## config.mk

```make
export PLATFORM = sky130hd
export DESIGN_NAME = w_mem_load_ctrl_flat
export DESIGN_NICKNAME = d
export VERILOG_FILES = /design/src/rtl/w_mem_load_ctrl_if.sv /design/src/rtl/w_mem_load_ctrl.sv /design/src/flat_wrapper.sv
export SDC_FILE = /design/constraint.sdc
export NUM_CORES = 1
export LEC_CHECK = 0
export CORE_UTILIZATION = 47
export DETAILED_ROUTE_END_ITERATION = 7
export GPL_ROUTABILITY_DRIVEN = 0
export GPL_TIMING_DRIVEN = 0
export PLACE_DENSITY = 0.77
export SLEW_MARGIN = 20
export SYNTH_ARGS = -nofsm -noshare
export SYNTH_HDL_FRONTEND = slang
export SYNTH_SLANG_ARGS = --single-unit
```

## constraint.sdc

```tcl
create_clock -name clk -period 2.7 [get_ports clk]
set_input_delay 0.27 -clock clk [delete_from_list [all_inputs] [get_ports clk]]
set_output_delay 0.27 -clock clk [all_outputs]
set_load 0.01 [all_outputs]
```

## src/rtl/w_mem_load_ctrl_if.sv

```systemverilog
`default_nettype none
// ============================================================================
// Module    : w_mem_load_ctrl_if
// Purpose   : Bundles the weight-word input stream (valid/ready/data) and the
//             CNN and FC weight-memory write ports of w_mem_load_ctrl.
// Ports     : in_valid/in_data (stream in), in_ready (stream back-pressure),
//             wr_enable_*/wr_addr_*/wr_data_* (CNN and FC write ports).
//             master : controller view (consumes stream, drives write ports)
//             slave  : environment view (drives stream, observes writes)
// Revision  : 1.0 - initial release
// ============================================================================
interface w_mem_load_ctrl_if #(
  parameter int DATA_W = 32,
  parameter int ADDR_W = 8
);
  logic              in_valid;
  logic              in_ready;
  logic [DATA_W-1:0] in_data;
  logic              wr_enable_cnn;
  logic [ADDR_W-1:0] wr_addr_cnn;
  logic [DATA_W-1:0] wr_data_cnn;
  logic              wr_enable_fc;
  logic [ADDR_W-1:0] wr_addr_fc;
  logic [DATA_W-1:0] wr_data_fc;

  modport master (
    input  in_valid, in_data,
    output in_ready,
    output wr_enable_cnn, wr_addr_cnn, wr_data_cnn,
    output wr_enable_fc, wr_addr_fc, wr_data_fc
  );

  modport slave (
    output in_valid, in_data,
    input  in_ready,
    input  wr_enable_cnn, wr_addr_cnn, wr_data_cnn,
    input  wr_enable_fc, wr_addr_fc, wr_data_fc
  );
endinterface
`default_nettype wire

```

## src/rtl/w_mem_load_ctrl.sv

```systemverilog
`default_nettype none
// ============================================================================
// Module    : w_mem_load_ctrl
// Purpose   : Weight-load sequencer. Accepts a stream of packed weight words
//             and turns each accepted beat into a registered write to either
//             the CNN or the FC weight-memory port, at consecutive addresses
//             from a base. Signals completion with a one-cycle done pulse.
// Ports     : clk, reset (async, active-low), clear (sync abort),
//             start, cfg_mode, cfg_base_addr, cfg_num_words (job setup),
//             bus (stream + write ports, master modport),
//             busy, done, words_written (status).
// Revision  : 1.0 - initial release
// ============================================================================
module w_mem_load_ctrl #(
  parameter int DATA_W = 32,
  parameter int ADDR_W = 8,
  parameter int CNT_W  = 9
) (
  input  wire logic              clk,
  input  wire logic              reset,
  input  wire logic              clear,
  input  wire logic              start,
  input  wire logic [2:0]        cfg_mode,
  input  wire logic [ADDR_W-1:0] cfg_base_addr,
  input  wire logic [CNT_W-1:0]  cfg_num_words,
  w_mem_load_ctrl_if.master      bus,
  output logic                   busy,
  output logic                   done,
  output logic [CNT_W-1:0]       words_written
);

  typedef enum logic [1:0] {
    S_IDLE = 2'd0,
    S_LOAD = 2'd1,
    S_DONE = 2'd2
  } state_t;

  state_t            state_q, state_d;
  logic              cnn_q, cnn_d;       // latched port select
  logic [ADDR_W-1:0] base_q, base_d;
  logic [CNT_W-1:0]  num_q, num_d;
  logic [CNT_W-1:0]  cnt_q, cnt_d;       // beats accepted in this job
  logic              en_cnn_q, en_cnn_d;
  logic [ADDR_W-1:0] addr_cnn_q, addr_cnn_d;
  logic [DATA_W-1:0] data_cnn_q, data_cnn_d;
  logic              en_fc_q, en_fc_d;
  logic [ADDR_W-1:0] addr_fc_q, addr_fc_d;
  logic [DATA_W-1:0] data_fc_q, data_fc_d;

  logic              handshake;
  logic [ADDR_W-1:0] next_addr;

  // Ready is a pure state decode, so it never depends on in_valid.
  assign handshake = (state_q == S_LOAD) && bus.in_valid;
  // Address arithmetic truncates to ADDR_W, which gives the 255->0 wrap.
  assign next_addr = base_q + cnt_q[ADDR_W-1:0];

  always_comb begin
    state_d    = state_q;
    cnn_d      = cnn_q;
    base_d     = base_q;
    num_d      = num_q;
    cnt_d      = cnt_q;
    en_cnn_d   = 1'b0;
    addr_cnn_d = addr_cnn_q;
    data_cnn_d = data_cnn_q;
    en_fc_d    = 1'b0;
    addr_fc_d  = addr_fc_q;
    data_fc_d  = data_fc_q;

    if (clear) begin
      // Abort: no write, counter kept for inspection.
      state_d = S_IDLE;
    end else begin
      case (state_q)
        S_IDLE: begin
          if (start) begin
            cnn_d   = (cfg_mode == 3'd1);
            base_d  = cfg_base_addr;
            num_d   = cfg_num_words;
            cnt_d   = '0;
            state_d = (cfg_num_words == '0) ? S_DONE : S_LOAD;
          end
        end
        S_LOAD: begin
          if (handshake) begin
            if (cnn_q) begin
              en_cnn_d   = 1'b1;
              addr_cnn_d = next_addr;
              data_cnn_d = bus.in_data;
            end else begin
              en_fc_d    = 1'b1;
              addr_fc_d  = next_addr;
              data_fc_d  = bus.in_data;
            end
            cnt_d = cnt_q + CNT_W'(1);
            // num_q >= 1 here, so num_q-1 cannot underflow.
            if (cnt_q == (num_q - CNT_W'(1))) begin
              state_d = S_DONE;
            end
          end
        end
        S_DONE: begin
          state_d = S_IDLE;
        end
        default: begin
          state_d = S_IDLE;
        end
      endcase
    end
  end

  always_ff @(posedge clk or negedge reset) begin
    if (!reset) begin
      state_q <= S_IDLE;
    end else begin
      state_q <= state_d;
    end
  end

  always_ff @(posedge clk or negedge reset) begin
    if (!reset) begin
      cnn_q      <= 1'b0;
      base_q     <= '0;
      num_q      <= '0;
      cnt_q      <= '0;
      en_cnn_q   <= 1'b0;
      addr_cnn_q <= '0;
      data_cnn_q <= '0;
      en_fc_q    <= 1'b0;
      addr_fc_q  <= '0;
      data_fc_q  <= '0;
    end else begin
      cnn_q      <= cnn_d;
      base_q     <= base_d;
      num_q      <= num_d;
      cnt_q      <= cnt_d;
      en_cnn_q   <= en_cnn_d;
      addr_cnn_q <= addr_cnn_d;
      data_cnn_q <= data_cnn_d;
      en_fc_q    <= en_fc_d;
      addr_fc_q  <= addr_fc_d;
      data_fc_q  <= data_fc_d;
    end
  end

  assign bus.in_ready      = (state_q == S_LOAD);
  assign bus.wr_enable_cnn = en_cnn_q;
  assign bus.wr_addr_cnn   = addr_cnn_q;
  assign bus.wr_data_cnn   = data_cnn_q;
  assign bus.wr_enable_fc  = en_fc_q;
  assign bus.wr_addr_fc    = addr_fc_q;
  assign bus.wr_data_fc    = data_fc_q;
  assign busy              = (state_q != S_IDLE);
  assign done              = (state_q == S_DONE);
  assign words_written     = cnt_q;

endmodule
`default_nettype wire
```

## src/flat_wrapper.sv

```systemverilog
// flat-port wrapper written by rule: the top's interface ports become plain ports
module w_mem_load_ctrl_flat 
#(
  parameter int DATA_W = 32,
  parameter int ADDR_W = 8,
  parameter int CNT_W  = 9
)
  (clk, reset, clear, start, cfg_mode, cfg_base_addr, cfg_num_words, busy, done, words_written, bus_in_valid, bus_in_data, bus_in_ready, bus_wr_enable_cnn, bus_wr_addr_cnn, bus_wr_data_cnn, bus_wr_enable_fc, bus_wr_addr_fc, bus_wr_data_fc);
  w_mem_load_ctrl_if #(.DATA_W(DATA_W), .ADDR_W(ADDR_W)) bus_i ();
  input  wire logic clk;
  input  wire logic reset;
  input  wire logic clear;
  input  wire logic start;
  input  wire logic [2:0] cfg_mode;
  input  wire logic [ADDR_W-1:0] cfg_base_addr;
  input  wire logic [CNT_W-1:0] cfg_num_words;
  output logic busy;
  output logic done;
  output logic [CNT_W-1:0] words_written;
  input wire logic [$bits(bus_i.in_valid)-1:0] bus_in_valid;
  input wire logic [$bits(bus_i.in_data)-1:0] bus_in_data;
  output wire logic [$bits(bus_i.in_ready)-1:0] bus_in_ready;
  output wire logic [$bits(bus_i.wr_enable_cnn)-1:0] bus_wr_enable_cnn;
  output wire logic [$bits(bus_i.wr_addr_cnn)-1:0] bus_wr_addr_cnn;
  output wire logic [$bits(bus_i.wr_data_cnn)-1:0] bus_wr_data_cnn;
  output wire logic [$bits(bus_i.wr_enable_fc)-1:0] bus_wr_enable_fc;
  output wire logic [$bits(bus_i.wr_addr_fc)-1:0] bus_wr_addr_fc;
  output wire logic [$bits(bus_i.wr_data_fc)-1:0] bus_wr_data_fc;
  assign bus_i.in_valid = bus_in_valid;
  assign bus_i.in_data = bus_in_data;
  assign bus_in_ready = bus_i.in_ready;
  assign bus_wr_enable_cnn = bus_i.wr_enable_cnn;
  assign bus_wr_addr_cnn = bus_i.wr_addr_cnn;
  assign bus_wr_data_cnn = bus_i.wr_data_cnn;
  assign bus_wr_enable_fc = bus_i.wr_enable_fc;
  assign bus_wr_addr_fc = bus_i.wr_addr_fc;
  assign bus_wr_data_fc = bus_i.wr_data_fc;
  w_mem_load_ctrl #(.DATA_W(DATA_W), .ADDR_W(ADDR_W), .CNT_W(CNT_W)) u_core (.clk(clk), .reset(reset), .clear(clear), .start(start), .cfg_mode(cfg_mode), .cfg_base_addr(cfg_base_addr), .cfg_num_words(cfg_num_words), .bus(bus_i), .busy(busy), .done(done), .words_written(words_written));
endmodule
```

==> impl_metrics.env <==
export IMPL_outcome="finished, final reports clean"
export IMPL_hold_viol_final=0
export IMPL_p_sw_frac=0.3331
export IMPL_grt_overflow=0
export IMPL_holdWs_ps=412.4
export IMPL_hp_class="primary input to async pin"
export IMPL_final_common_cell="clkdlybuf4s50_1"
export IMPL_worstReg2RegStart="u_core.num_q[0]"
export IMPL_syn_cell_area_mm2=0.004901
export IMPL_min_period_ps=2520
export IMPL_worstPathMaxFanout=7
export IMPL_crit_start="u_core.num_q[0]"
export IMPL_grt_setup_unrepaired="no"
export IMPL_die_w_um=104.1
export IMPL_drv_slew=0
export IMPL_ant_nets=0
export IMPL_globalRouteMet1Util=0.3009
export IMPL_antenna_cells=0
export IMPL_cts_resized=0
export IMPL_wl_per_cell_um=15.51
export IMPL_start_kind="flop"
export IMPL_ys_warn_count=0
export IMPL_syn_inst=450
export IMPL_nNetsFinal=680
export IMPL_grt_busiest_layer="met2"
export IMPL_htree_levels=3
export IMPL_row_count=36
export IMPL_grt_use_met2=0.3795
export IMPL_die_area_mm2=0.01084
export IMPL_cts_root_buf="clkbuf_8"
export IMPL_post_route_drc_count=0
export IMPL_grt_pass1_wl_um=19200
export IMPL_totalNegativeSetupSlack_ps=0
export IMPL_viasPerCell=5.093
export IMPL_postCtsHoldBufs=1
export IMPL_areaGrowthSynthToFinish_pct=38.50
export IMPL_combPwrFrac=0.414
export IMPL_pwr_share_clk=0.152
export IMPL_power_density_mw_per_mm2=897.5
export IMPL_maxCapViolCount=0
export IMPL_drt_pass1_iterations=4
export IMPL_synth_seq_area_share=0.5668
export IMPL_power_switching_mw=2.029
export IMPL_cts_sinks=111
export IMPL_antenna_found_initial=0
export IMPL_cp_required_ps=2980
export IMPL_cp_arrival_ps=2800
export IMPL_layout_common_cells="149 x clkdlybuf4s50_1, 125 x nand2_1, 111 x dfrtp_1"
export IMPL_n_fill_cell=738
export IMPL_clk_pin_slew_ps=110
export IMPL_numCtsBuffers=9
export IMPL_finalSetupViolCount=0
export IMPL_start_util=0.4923
export IMPL_design_portCount=151
export IMPL_cts_tree="yes"
export IMPL_drt_wl_total_um=11630
export IMPL_avgSynthCellArea_um2=10.89
export IMPL_synth_nets=517
export IMPL_clkLatencyLatePin_ps=360
export IMPL_die_h_um=104.1
export IMPL_max_slew_margin_rel=0.5396
export IMPL_synth_main_ff_cell="dfrtp_1"
export IMPL_synth_edff_count=0
export IMPL_min_period_over_period=0.9332
export IMPL_cts_setup_buffers=0
export IMPL_use_met3=0.03133
export IMPL_synth_async_reset_ratio=1.000
export IMPL_tightest_slew_ps=690.5
export IMPL_grt_util_all_layers=0.2237
export IMPL_ys_types=53
export IMPL_drt_iter0_drc=107
export IMPL_hpwlAfterDp_um=8958
export IMPL_peakVddDrop_mv=0.3736
export IMPL_core_area_mm2=0.009955
export IMPL_post_place_ws_ps=153.5
export IMPL_numPortBuffers=150
export IMPL_timing_fmax_mhz=396.9
export IMPL_post_route_worst_setup_slack_ps=180.4
export IMPL_skew_ps=10.50
export IMPL_ys_ff_latch=111
export IMPL_seqPwrFrac=0.434
export IMPL_critPathKind="flop to flop"
export IMPL_grt_pass1_vias=3844
export IMPL_leakagePower_nw=3.108
export IMPL_vias=3820
export IMPL_endpoint_kind="flop"
export IMPL_drive_above_1_share=0.08104
export IMPL_grt_max_degree=60
export IMPL_cts_max_path_buffers=2
export IMPL_p_int_mw=4.063
[layout make-up]
class                   count  area [um^2]  share of cell area
plain buffers              18        86.33             0.01272
clock buffers               9        123.9             0.01825
clock inverters             6        56.30            0.008295
inverters                  14        52.55            0.007742
multi-input cells         307         1984              0.2923
flip-flops and latches    111         2778              0.4092
well taps                 133        166.4             0.02452
repair buffers            152         1540              0.2269
[metal layers]
metal	vias to the layer above	share of wire
met5	-	0
met4	0	0.013
met3	12	0.054
met2	139	0.48
met1	1834	0.45
li1	1835	-
[state kept, by name (all words and copies together), names as in the netlist, 2 cells and up]
| name | count |
|---|---|
| u_core.bus.wr_addr_fc | 8 |
| u_core.bus.wr_data_cnn | 32 |
| u_core.bus.wr_data_fc | 32 |
| u_core.state_q | 2 |
| u_core.words_written | 9 |
| u_core.base_q | 8 |
| u_core.num_q | 9 |
| u_core.bus.wr_addr_cnn | 8 |
[worst paths after layout]
check,to,slack [ps],cells after the start
min,u_core.bus.wr_data_cnn[4],410,2
max in group asynchronous,u_core.bus.wr_data_fc[23],1640,3
min in group clk,u_core.bus.wr_data_fc[19],440,3
min reg2reg,u_core.bus.wr_data_fc[17],490,2
max reg2reg,u_core.state_q[1],180,8
max,u_core.state_q[1],180,8
[through the flow]
step	area (um^2)	instances	util	total power [mW]
finish	6788	750	0.6819	6.092
floorplan	4901	450	-	3.702
global route	6788	750	0.6819	6.448
detailed placement	6598	734	0.6628	5.222
global placement	6569	733	0.6599	5.126
CTS	6788	750	0.6819	6.139
[cell usage after synthesis, types with 3 or more instances]
cell      instances  area [um^2]
mux2_1           34        382.9
xor2_1            9        78.83
a21oi_1           7        35.03
buf_1             3        11.26
nand4_1           4        25.02
nor2_1           19        71.32
clkbuf_1         10        37.54
nor3_1            4        20.02
mux2_2           16        180.2
a31oi_1           4        25.02
nand2_1         125        469.2
dfrtp_1         111         2778
inv_1            12        45.04
o21ai_0           5        25.02
nor2b_1           5        31.28
buf_2             3        15.01
nand3_1           5        25.02
or3_1             4        25.02
ha_1              9        112.6
o21ai_1          13        65.06
xnor2_1           9        78.83
[cell families (layout without fill, tap and decap cells)]
group	count (synthesis)	count (layout)	share of synthesized area
adder cells (fa/ha/maj)	10	10	0.02706
AO/OA/AOI/OAI	42	42	0.05361
XOR/XNOR	18	18	0.03217
flip-flops	111	111	0.5668
AND/OR/NAND/NOR	186	186	0.1751
buffers and inverters	32	199	0.02834
multiplexers	51	51	0.1169
[worst max-delay path, stage by stage (launching register included)]
cell and delay, ps:
dfrtp_1 480, inv_1 120, ha_1 260, nor3b_2 340, nand2_1 80, or4_1 410
a32oi_1 320, a311oi_2 200, nor4_2 240
[power by group through the flow]
stage | Combinational, mW | Sequential, mW | Clock [mW]
2_1_floorplan | 0.803 | 2.90 | 0
3_3_place_gp | 2.48 | 2.65 | 0
3_5_place_dp | 2.53 | 2.69 | 0
4_1_cts | 2.54 | 2.65 | 0.947
5_1_grt | 2.72 | 2.72 | 1.01
6_report | 2.52 | 2.65 | 0.926
No activity file was read; power rests on OpenSTA's default activity.
